--- config.mk ---
export PLATFORM = sky130hd
export DESIGN_NAME = fetch_unit
export DESIGN_NICKNAME = d
export VERILOG_FILES = /design/src/rtl/fetch_unit_pkg.sv /design/src/rtl/fetch_pc_gen.sv /design/src/rtl/fetch_unit.sv
export SDC_FILE = /design/constraint.sdc
export NUM_CORES = 1
export LEC_CHECK = 0
export ABC_CLOCK_PERIOD_IN_PS = 2510
export CAP_MARGIN = 20
export CORE_AREA = 5 5 161 163
export CTS_BUF_LIST = sky130_fd_sc_hd__clkbuf_8
export CTS_CLUSTER_DIAMETER = 30
export DETAILED_ROUTE_END_ITERATION = 16
export DIE_AREA = 0 0 166 168
export GPL_ROUTABILITY_DRIVEN = 0
export GPL_TIMING_DRIVEN = 0
export PLACE_DENSITY_LB_ADDON = 0.25
export SYNTH_ARGS = -nofsm -noshare
export SYNTH_HDL_FRONTEND = slang
export SYNTH_SLANG_ARGS = --single-unit
export TNS_END_PERCENT = 1
--- constraint.sdc ---
create_clock -name clk -period 2.51 [get_ports clk]
set_clock_uncertainty 0.15 [all_clocks]
set_input_delay 0.251 -clock clk [delete_from_list [all_inputs] [get_ports clk]]
set_output_delay 0.251 -clock clk [all_outputs]
set_load 0.03 [all_outputs]
--- src/rtl/fetch_unit_pkg.sv ---
// rtl/fetch_unit_pkg.sv - shared constants, FSM encoding and PC helper for the M0 fetch unit
package fetch_unit_pkg;

  localparam int ADDR_BUS = 32;
  localparam int INST_BUS = 32;

  localparam logic [INST_BUS-1:0] NOP_INST         = 32'h0000_0000;
  localparam logic [ADDR_BUS-1:0] RESET_PC_DEFAULT = 32'h0000_0000;

  localparam logic ROM_ENABLE  = 1'b1;
  localparam logic ROM_DISABLE = 1'b0;

  typedef enum logic [1:0] {
    ST_IDLE  = 2'd0,
    ST_FETCH = 2'd1,
    ST_HOLD  = 2'd2
  } fetch_state_t;

  function automatic logic [ADDR_BUS-1:0] pc_advance(input logic [ADDR_BUS-1:0] pc,
                                                      input logic [ADDR_BUS-1:0] step);
    return pc + step;
  endfunction

endpackage

--- src/rtl/fetch_pc_gen.sv ---
// rtl/fetch_pc_gen.sv - PC register, pending-redirect latch and next-PC selection
module fetch_pc_gen
  import fetch_unit_pkg::*;
#(
  parameter logic [ADDR_BUS-1:0] RESET_PC = RESET_PC_DEFAULT,
  parameter logic [ADDR_BUS-1:0] PC_STEP  = 32'd4
) (
  input  logic                clk,
  input  logic                rst,
  input  logic                complete,
  input  logic                branch_accept,
  input  logic                in_hold,
  input  logic [ADDR_BUS-1:0] branch_addr,
  output logic [ADDR_BUS-1:0] pc
);

  logic                redirect_pending;
  logic [ADDR_BUS-1:0] redirect_addr;
  logic [ADDR_BUS-1:0] next_pc;

  always_comb begin
    next_pc = pc_advance(pc, PC_STEP);
    if (branch_accept) begin
      next_pc = branch_addr;
    end else if (redirect_pending) begin
      next_pc = redirect_addr;
    end
  end

  // A branch seen while the delay slot is still in flight is parked until that slot completes.
  always_ff @(posedge clk) begin
    if (rst) begin
      pc               <= RESET_PC;
      redirect_pending <= 1'b0;
      redirect_addr    <= '0;
    end else if (complete) begin
      pc               <= next_pc;
      redirect_pending <= 1'b0;
    end else if (branch_accept) begin
      if (in_hold) begin
        pc <= branch_addr;
      end else begin
        redirect_pending <= 1'b1;
        redirect_addr    <= branch_addr;
      end
    end
  end

endmodule

--- src/rtl/fetch_unit.sv ---
// rtl/fetch_unit.sv - M0 IF stage: ROM request FSM, hold buffer and IF/ID register
// Optional FETCH_ALIGN_CHECK_EN: misaligned PCs deliver a NOP flagged on id_misalign.
module fetch_unit
  import fetch_unit_pkg::*;
#(
  parameter logic [ADDR_BUS-1:0] RESET_PC = RESET_PC_DEFAULT,
  parameter logic [ADDR_BUS-1:0] PC_STEP  = 32'd4
) (
  input  logic                clk,
  input  logic                rst,
  input  logic                stall,
  input  logic                branch_flag,
  input  logic [ADDR_BUS-1:0] branch_addr,
  output logic                rom_en,
  output logic [ADDR_BUS-1:0] rom_addr,
  input  logic                rom_ready,
  input  logic [INST_BUS-1:0] rom_data,
  output logic [ADDR_BUS-1:0] id_addr,
  output logic [INST_BUS-1:0] id_inst,
  output logic                id_valid
`ifdef FETCH_ALIGN_CHECK_EN
  ,
  output logic                id_misalign
`endif
);

  fetch_state_t        state;
  fetch_state_t        next_state;
  logic [ADDR_BUS-1:0] pc;
  logic                complete;
  logic                branch_accept;
  logic                load_id_rom;
  logic                load_id_hold;
  logic                load_hold;
  logic                bubble;
  logic                misaligned;
  logic [INST_BUS-1:0] fetched_inst;
  logic [ADDR_BUS-1:0] hold_addr;
  logic [INST_BUS-1:0] hold_inst;

  assign branch_accept = branch_flag && id_valid && !stall;

`ifdef FETCH_ALIGN_CHECK_EN
  logic hold_misalign;

  assign misaligned   = (pc[1:0] != 2'b00);
  assign rom_addr     = pc;
  assign fetched_inst = misaligned ? NOP_INST : rom_data;
`else
  assign misaligned   = 1'b0;
  assign rom_addr     = {pc[ADDR_BUS-1:2], 2'b00};
  assign fetched_inst = rom_data;
`endif

  fetch_pc_gen #(
    .RESET_PC (RESET_PC),
    .PC_STEP  (PC_STEP)
  ) u_pc_gen (
    .clk           (clk),
    .rst           (rst),
    .complete      (complete),
    .branch_accept (branch_accept),
    .in_hold       (state == ST_HOLD),
    .branch_addr   (branch_addr),
    .pc            (pc)
  );

  always_ff @(posedge clk) begin
    if (rst) begin
      state <= ST_IDLE;
    end else begin
      state <= next_state;
    end
  end

  always_comb begin
    next_state   = state;
    rom_en       = ROM_DISABLE;
    complete     = 1'b0;
    load_id_rom  = 1'b0;
    load_id_hold = 1'b0;
    load_hold    = 1'b0;
    bubble       = 1'b0;
    case (state)
      ST_IDLE: begin
        next_state = ST_FETCH;
      end
      ST_FETCH: begin
        // A misaligned fetch never reaches the ROM; it retires on its own as a NOP.
        rom_en   = misaligned ? ROM_DISABLE : ROM_ENABLE;
        complete = misaligned || (rom_en && rom_ready);
        if (complete) begin
          if (stall) begin
            load_hold  = 1'b1;
            next_state = ST_HOLD;
          end else begin
            load_id_rom = 1'b1;
          end
        end else if (!stall) begin
          bubble = 1'b1;
        end
      end
      ST_HOLD: begin
        if (!stall) begin
          load_id_hold = 1'b1;
          next_state   = ST_FETCH;
        end
      end
      default: begin
        next_state = ST_IDLE;
      end
    endcase
  end

  always_ff @(posedge clk) begin
    if (rst) begin
      id_addr   <= '0;
      id_inst   <= '0;
      id_valid  <= 1'b0;
      hold_addr <= '0;
      hold_inst <= '0;
    end else begin
      if (load_id_rom) begin
        id_addr  <= pc;
        id_inst  <= fetched_inst;
        id_valid <= 1'b1;
      end else if (load_id_hold) begin
        id_addr  <= hold_addr;
        id_inst  <= hold_inst;
        id_valid <= 1'b1;
      end else if (bubble) begin
        id_valid <= 1'b0;
      end
      if (load_hold) begin
        hold_addr <= pc;
        hold_inst <= fetched_inst;
      end
    end
  end

`ifdef FETCH_ALIGN_CHECK_EN
  always_ff @(posedge clk) begin
    if (rst) begin
      id_misalign   <= 1'b0;
      hold_misalign <= 1'b0;
    end else begin
      if (load_id_rom) begin
        id_misalign <= misaligned;
      end else if (load_id_hold) begin
        id_misalign <= hold_misalign;
      end
      if (load_hold) begin
        hold_misalign <= misaligned;
      end
    end
  end
`endif

endmodule

* After elaboration in Yosys (flattened, before gate mapping)
Index checks and enable logic that the tools add are counted.
** Word-level totals
- Register bits :: 196
- Input port bits :: 69
- Output and inout bits :: 98
- Word-level logic and storage cells :: 57
** Operators by class
- Add/subtract/negate cells :: 1
- Equality and inequality tests :: 5
- Multiplexer cells :: 27
- Bitwise operators :: 2
- Reductions and logical operators :: 13
** Operator list (number)
- $mux W32 :: 9
- $add A32 B3 Y32 const B :: 1
- $mux W1 :: 14
- $mux W2 :: 3
- $ne A2 B2 Y1 const B :: 3
- $pmux W2 S3 :: 1
- $reduce_and A3 Y1 :: 2
- $reduce_bool A2 Y1 :: 3
- $reduce_and A2 Y1 :: 2
- $reduce_bool A3 Y1 :: 1
- $eq A2 B1 Y1 const B :: 1
- $eq A2 B2 Y1 const B :: 1
- $logic_and A1 B1 Y1 :: 2
- $logic_not A2 Y1 :: 1
- $not A1 Y1 :: 2
- $reduce_or A2 Y1 :: 1
- $logic_not A1 Y1 :: 1

* Depth between registers and ports, before layout
Gate-level depths: netlist (run 1).
- Depth in word-level cells :: 6
- Mapped depth :: 9
- Gate-level depth less buffers :: 6

* Modules after synthesis
From an unflattened synthesis (run 1), not the netlist that was laid out.
** Second synthesis, totals
- Cell total of the unflattened synthesis :: 1131
- Area, all modules :: 9365.2 um^2
** Modules (own cells, without submodules)
- fetch_unit :: instances 1, cells an instance 673, area an instance 5884.4 um^2, sequential area each 2622.5 um^2
- fetch_pc_gen :: instances 1, cells an instance 458, area an instance 3480.8 um^2, sequential area each 1301.2 um^2

* Worst setup path after synthesis (run 1)
No wires, ideal clock.
- Kind :: flip-flop to flip-flop
- Start point :: register u_pc_gen.pc[15]
- End point :: register u_pc_gen.pc[28]
- Setup time :: 0.116 ns
- Arrival :: 2.054 ns
- Data required time :: 2.244 ns
- Slack :: 0.190 ns
- Cell stages (with the launch flop) :: 8
- Buffers on the path :: 2
- Period minus slack after synthesis :: 2.320 ns
- Cells stage by stage :: dfxtp_1 -> buf_4 -> nand4_2 -> or4_4 -> buf_6 -> or3_4 -> or3b_1 -> o211a_1
** Between the ends
- Longest elaborated chain between the ends :: 4
** RTL lines
- start: declaration :: RTL line fetch_pc_gen.sv:14 : output logic [ADDR_BUS-1:0] pc
- start signal: assignment :: RTL line fetch_pc_gen.sv:37 : pc <= next_pc;
- start signal: assignment :: RTL line fetch_pc_gen.sv:41 : pc <= branch_addr;
- $add A32 B3 Y32 :: RTL line fetch_unit_pkg.sv:21 : return pc + step;
- $mux W32 :: RTL line fetch_pc_gen.sv:25 : end else if (redirect_pending) begin
- $mux W32 :: RTL line fetch_pc_gen.sv:23 : if (branch_accept) begin
- $mux W32 :: RTL line fetch_pc_gen.sv:36 : end else if (complete) begin
No other way between the ends.
A chain may end at the register's enable or synchronous reset.

* Final worst setup path (run 1)
Same ends and word-level chain as after synthesis.

==> results of run 1 <==
[flip-flops by register name (all words and copies together), names as in the netlist]
register,count
u_pc_gen.redirect_addr,32
id_inst,32
hold_inst,32
u_pc_gen.redirect_pending,1
hold_addr,32
id_valid,1
state,2
id_addr,32
u_pc_gen.pc,32
[synthesized netlist by cell type (2+ instances only)]
cell	instances	area, µm²
nand2_1	354	1329
dfxtp_1	196	3924
a21oi_1	121	605.6
nor2_1	99	371.6
clkbuf_1	74	277.8
a311oi_1	66	578.1
buf_4	34	255.2
o21ai_0	26	130.1
a211oi_1	14	105.1
buf_2	14	70.07
a21o_1	12	90.09
nand3_1	12	60.06
a31oi_1	9	56.30
and3_1	9	56.30
buf_1	9	33.78
nand4_1	9	56.30
nor3_1	9	45.04
nor4_1	8	50.05
xnor2_1	7	61.31
a221oi_1	6	52.55
inv_1	6	22.52
o211ai_1	5	37.54
a22o_1	4	35.03
and4_1	4	35.03
mux2i_1	3	30.03
nand3b_1	3	22.52
xor2_1	3	26.28
a2111oi_0	2	17.52
a22oi_1	2	15.01
a31o_2	2	17.52
and3b_1	2	17.52
buf_6	2	22.52
nor2b_1	2	12.51
o211a_1	2	20.02
o221a_2	2	22.52
or3_1	2	12.51
[placed cells by master, fill, tap and decap left out, drive strengths merged, types with 3 or more instances in the layout]
cell type / netlist / routed
mux2i: 3 / 3
nor3: 10 / 10
a22o: 4 / 4
a21o: 12 / 12
o211ai: 5 / 5
nand4: 10 / 10
nor4: 9 / 9
nand3: 13 / 13
o21ai: 26 / 26
a211oi: 14 / 14
clkdlybuf4s50: 0 / 162
xnor2: 7 / 7
inv: 6 / 13
a21oi: 121 / 121
dfxtp: 196 / 196
and4: 4 / 4
nand2: 354 / 354
and3: 9 / 9
or3: 3 / 3
clkinvlp: 0 / 3
a31oi: 9 / 9
buf: 59 / 55
a311oi: 66 / 66
nand3b: 3 / 3
a2111oi: 3 / 3
xor2: 3 / 3
clkbuf: 74 / 95
a221oi: 6 / 6
bufinv: 0 / 3
nor2: 99 / 99
[final timing paths]
| kind | start | slack [ps] | depth (start not counted) | endpoint |
|---|---|---|---|---|
| hold / removal | stall | 30 | 2 | state[1] |
| setup / recovery | u_pc_gen.pc[15] | 20 | 7 | u_pc_gen.pc[28] |
| setup reg to reg | u_pc_gen.pc[15] | 20 | 7 | u_pc_gen.pc[28] |
| hold reg to reg | u_pc_gen.redirect_addr[7] | 310 | 2 | u_pc_gen.redirect_addr[7] |
[final cells by class]
type,instances,share of cell area
Buffer,132,0.06044
Clock buffer,18,0.02192
Clock inverter,14,0.01660
Inverter,7,0.002325
Multi-Input combinational cell,821,0.3718
Sequential cell,196,0.3476
Tap cell,324,0.03586
Timing Repair Buffer,162,0.1435
[where the power goes]
| group | internal, W | switching [W] | total (W) |
|---|---|---|---|
| logic | 0.000414 | 0.000617 | 0.00103 |
| registers | 0.00322 | 0.0000835 | 0.00330 |
| clock network | 0.00104 | 0.00122 | 0.00226 |
| total | 0.00468 | 0.00192 | 0.00660 |
[metal layers]
| layer | vias to the layer above | global-route usage | routed length [µm] |
|---|---|---|---|
| met5 | - | 0 | 0 |
| met3 | 43 | 0.03353 | 1440 |
| met4 | 0 | 0.05954 | 544 |
| met1 | 3929 | 0.2542 | 12630 |
| li1 | 4313 | - | - |
| met2 | 291 | 0.3191 | 13110 |
[logic make-up after synthesis]
family	Yosys count	share of synthesized area
multiplexers	3	0.003422
adder cells (fa/ha/maj)	1	0.001425
buffers and inverters	140	0.07813
other	1	0.0004273
AND/OR/NAND/NOR	525	0.2488
flip-flops	196	0.4471
XOR/XNOR	10	0.009981
AO/OA/AOI/OAI	280	0.2107
[worst max-delay path: stages, from the launching register on]
cell     delay [ps]
dfxtp_1         340
buf_4           160
nand4_2         140
or4_4           580
buf_6           160
or3_4           380
or3b_1          350
o211a_1         130
[through the flow]
| step | hold slack [ps] | power, W | worst slack, ps |
|---|---|---|---|
| after detailed placement | 294.1 | 0.004401 | -398.4 |
| final | 29.16 | 0.006598 | 24.53 |
| after CTS | 7.759 | 0.006653 | 7.153 |
| after floorplan | 237.0 | 0.003939 | 189.9 |
| after global placement | 289.5 | 0.004393 | -353.9 |
| after global routing | 56.28 | 0.006861 | -56.84 |
==> qor.yml, run 1 <==
status: "finished, final reports clean"
synth-edff-count: 0
cts_root_buf: "clkbuf_8"
yosys_warnings: 0
p_leak_nw: 3.652
gr-total-overflow: 0
cts_buffers: 17
ys_types: 58
grt_pass1_vias: 8041
core_um2: 24180
period_needed_ps: 2485
final_nets: 1407
cts_htree_levels: 4
grt_first_pass_wirelength_um: 43530
cp-end-kind: "flop"
tightestPinTransition_ps: 844.0
drv_cap: 0
ant_nets: 0
viasPerCell: 5.123
io-pin-count: 167
fin_util: 0.4675
cts_sinks: 196
drv_slew: 0
ys.flop_type: "dfxtp_1"
worstPathRequired_ps: 2740
p_per_area_nw_per_um2: 583.7
placementRows: 57
wirelength_um: 27730
drive_gt1_frac: 0.08519
fin_crit_sh: 0.9902
hp-class: "in -> reg"
seq_area_um2: 3929
dpl.hpwl_um: 20890
path_clk_slew_ps: 100
rsz0062_at_grt: "true"
cts_resized: 13
placedCellCount: 1643
io_buffers: 162
n_antenna_cell: 0
postSynthCellCount: 1156
hold_viol_final: 0
antenna_found_initial: 0
multiInputGateArea_um2: 4203
arrival_ps: 2710
grt_max_degree: 19
cts_tree: "built"
ys_ff_latch: 196
maxSlewHeadroom: 0.4373
critPathLaunchType: "flop"
die_h_um: 168
drtPass1Iterations: 5
gr-usage-all-layers: 0.1914
start_util: 0.3630
fin_area_um2: 11300
synthArstFlopShare: 0
ys_seq_area_frac: 0.4471
dr.first_iter.drc_count: 647
placed_cell_area_um2: 10810
drcViolationCount: 0
setup_tns_ps: 0
via_count: 8576
area_growth_pct: 28.80
stdcell_count: 1674
die_width_um: 166
clk_latency_ps: 470
avgSynthCellArea_um2: 7.592
path_max_fanout: 8
setup_viol: 0
post_cts_buffers: 0
fmax_mhz: 402.3
ir_drop_mv: 0.2949
hold_buffers: 0
netlist_area_um2: 8776
wl_per_cell_um: 16.56
clockBufferDepth: 2
dieArea_um2: 27890
fill_cells: 2468
critPathKind: "reg -> reg"
(Power assumes the default switching activity.)
==> run 2, diff against run 1 <==
GPL_ROUTABILITY_DRIVEN = unset   (was 0)
==> results of run 2 <==
The final DEF is identical to that of run 1; final timing and power are the same.
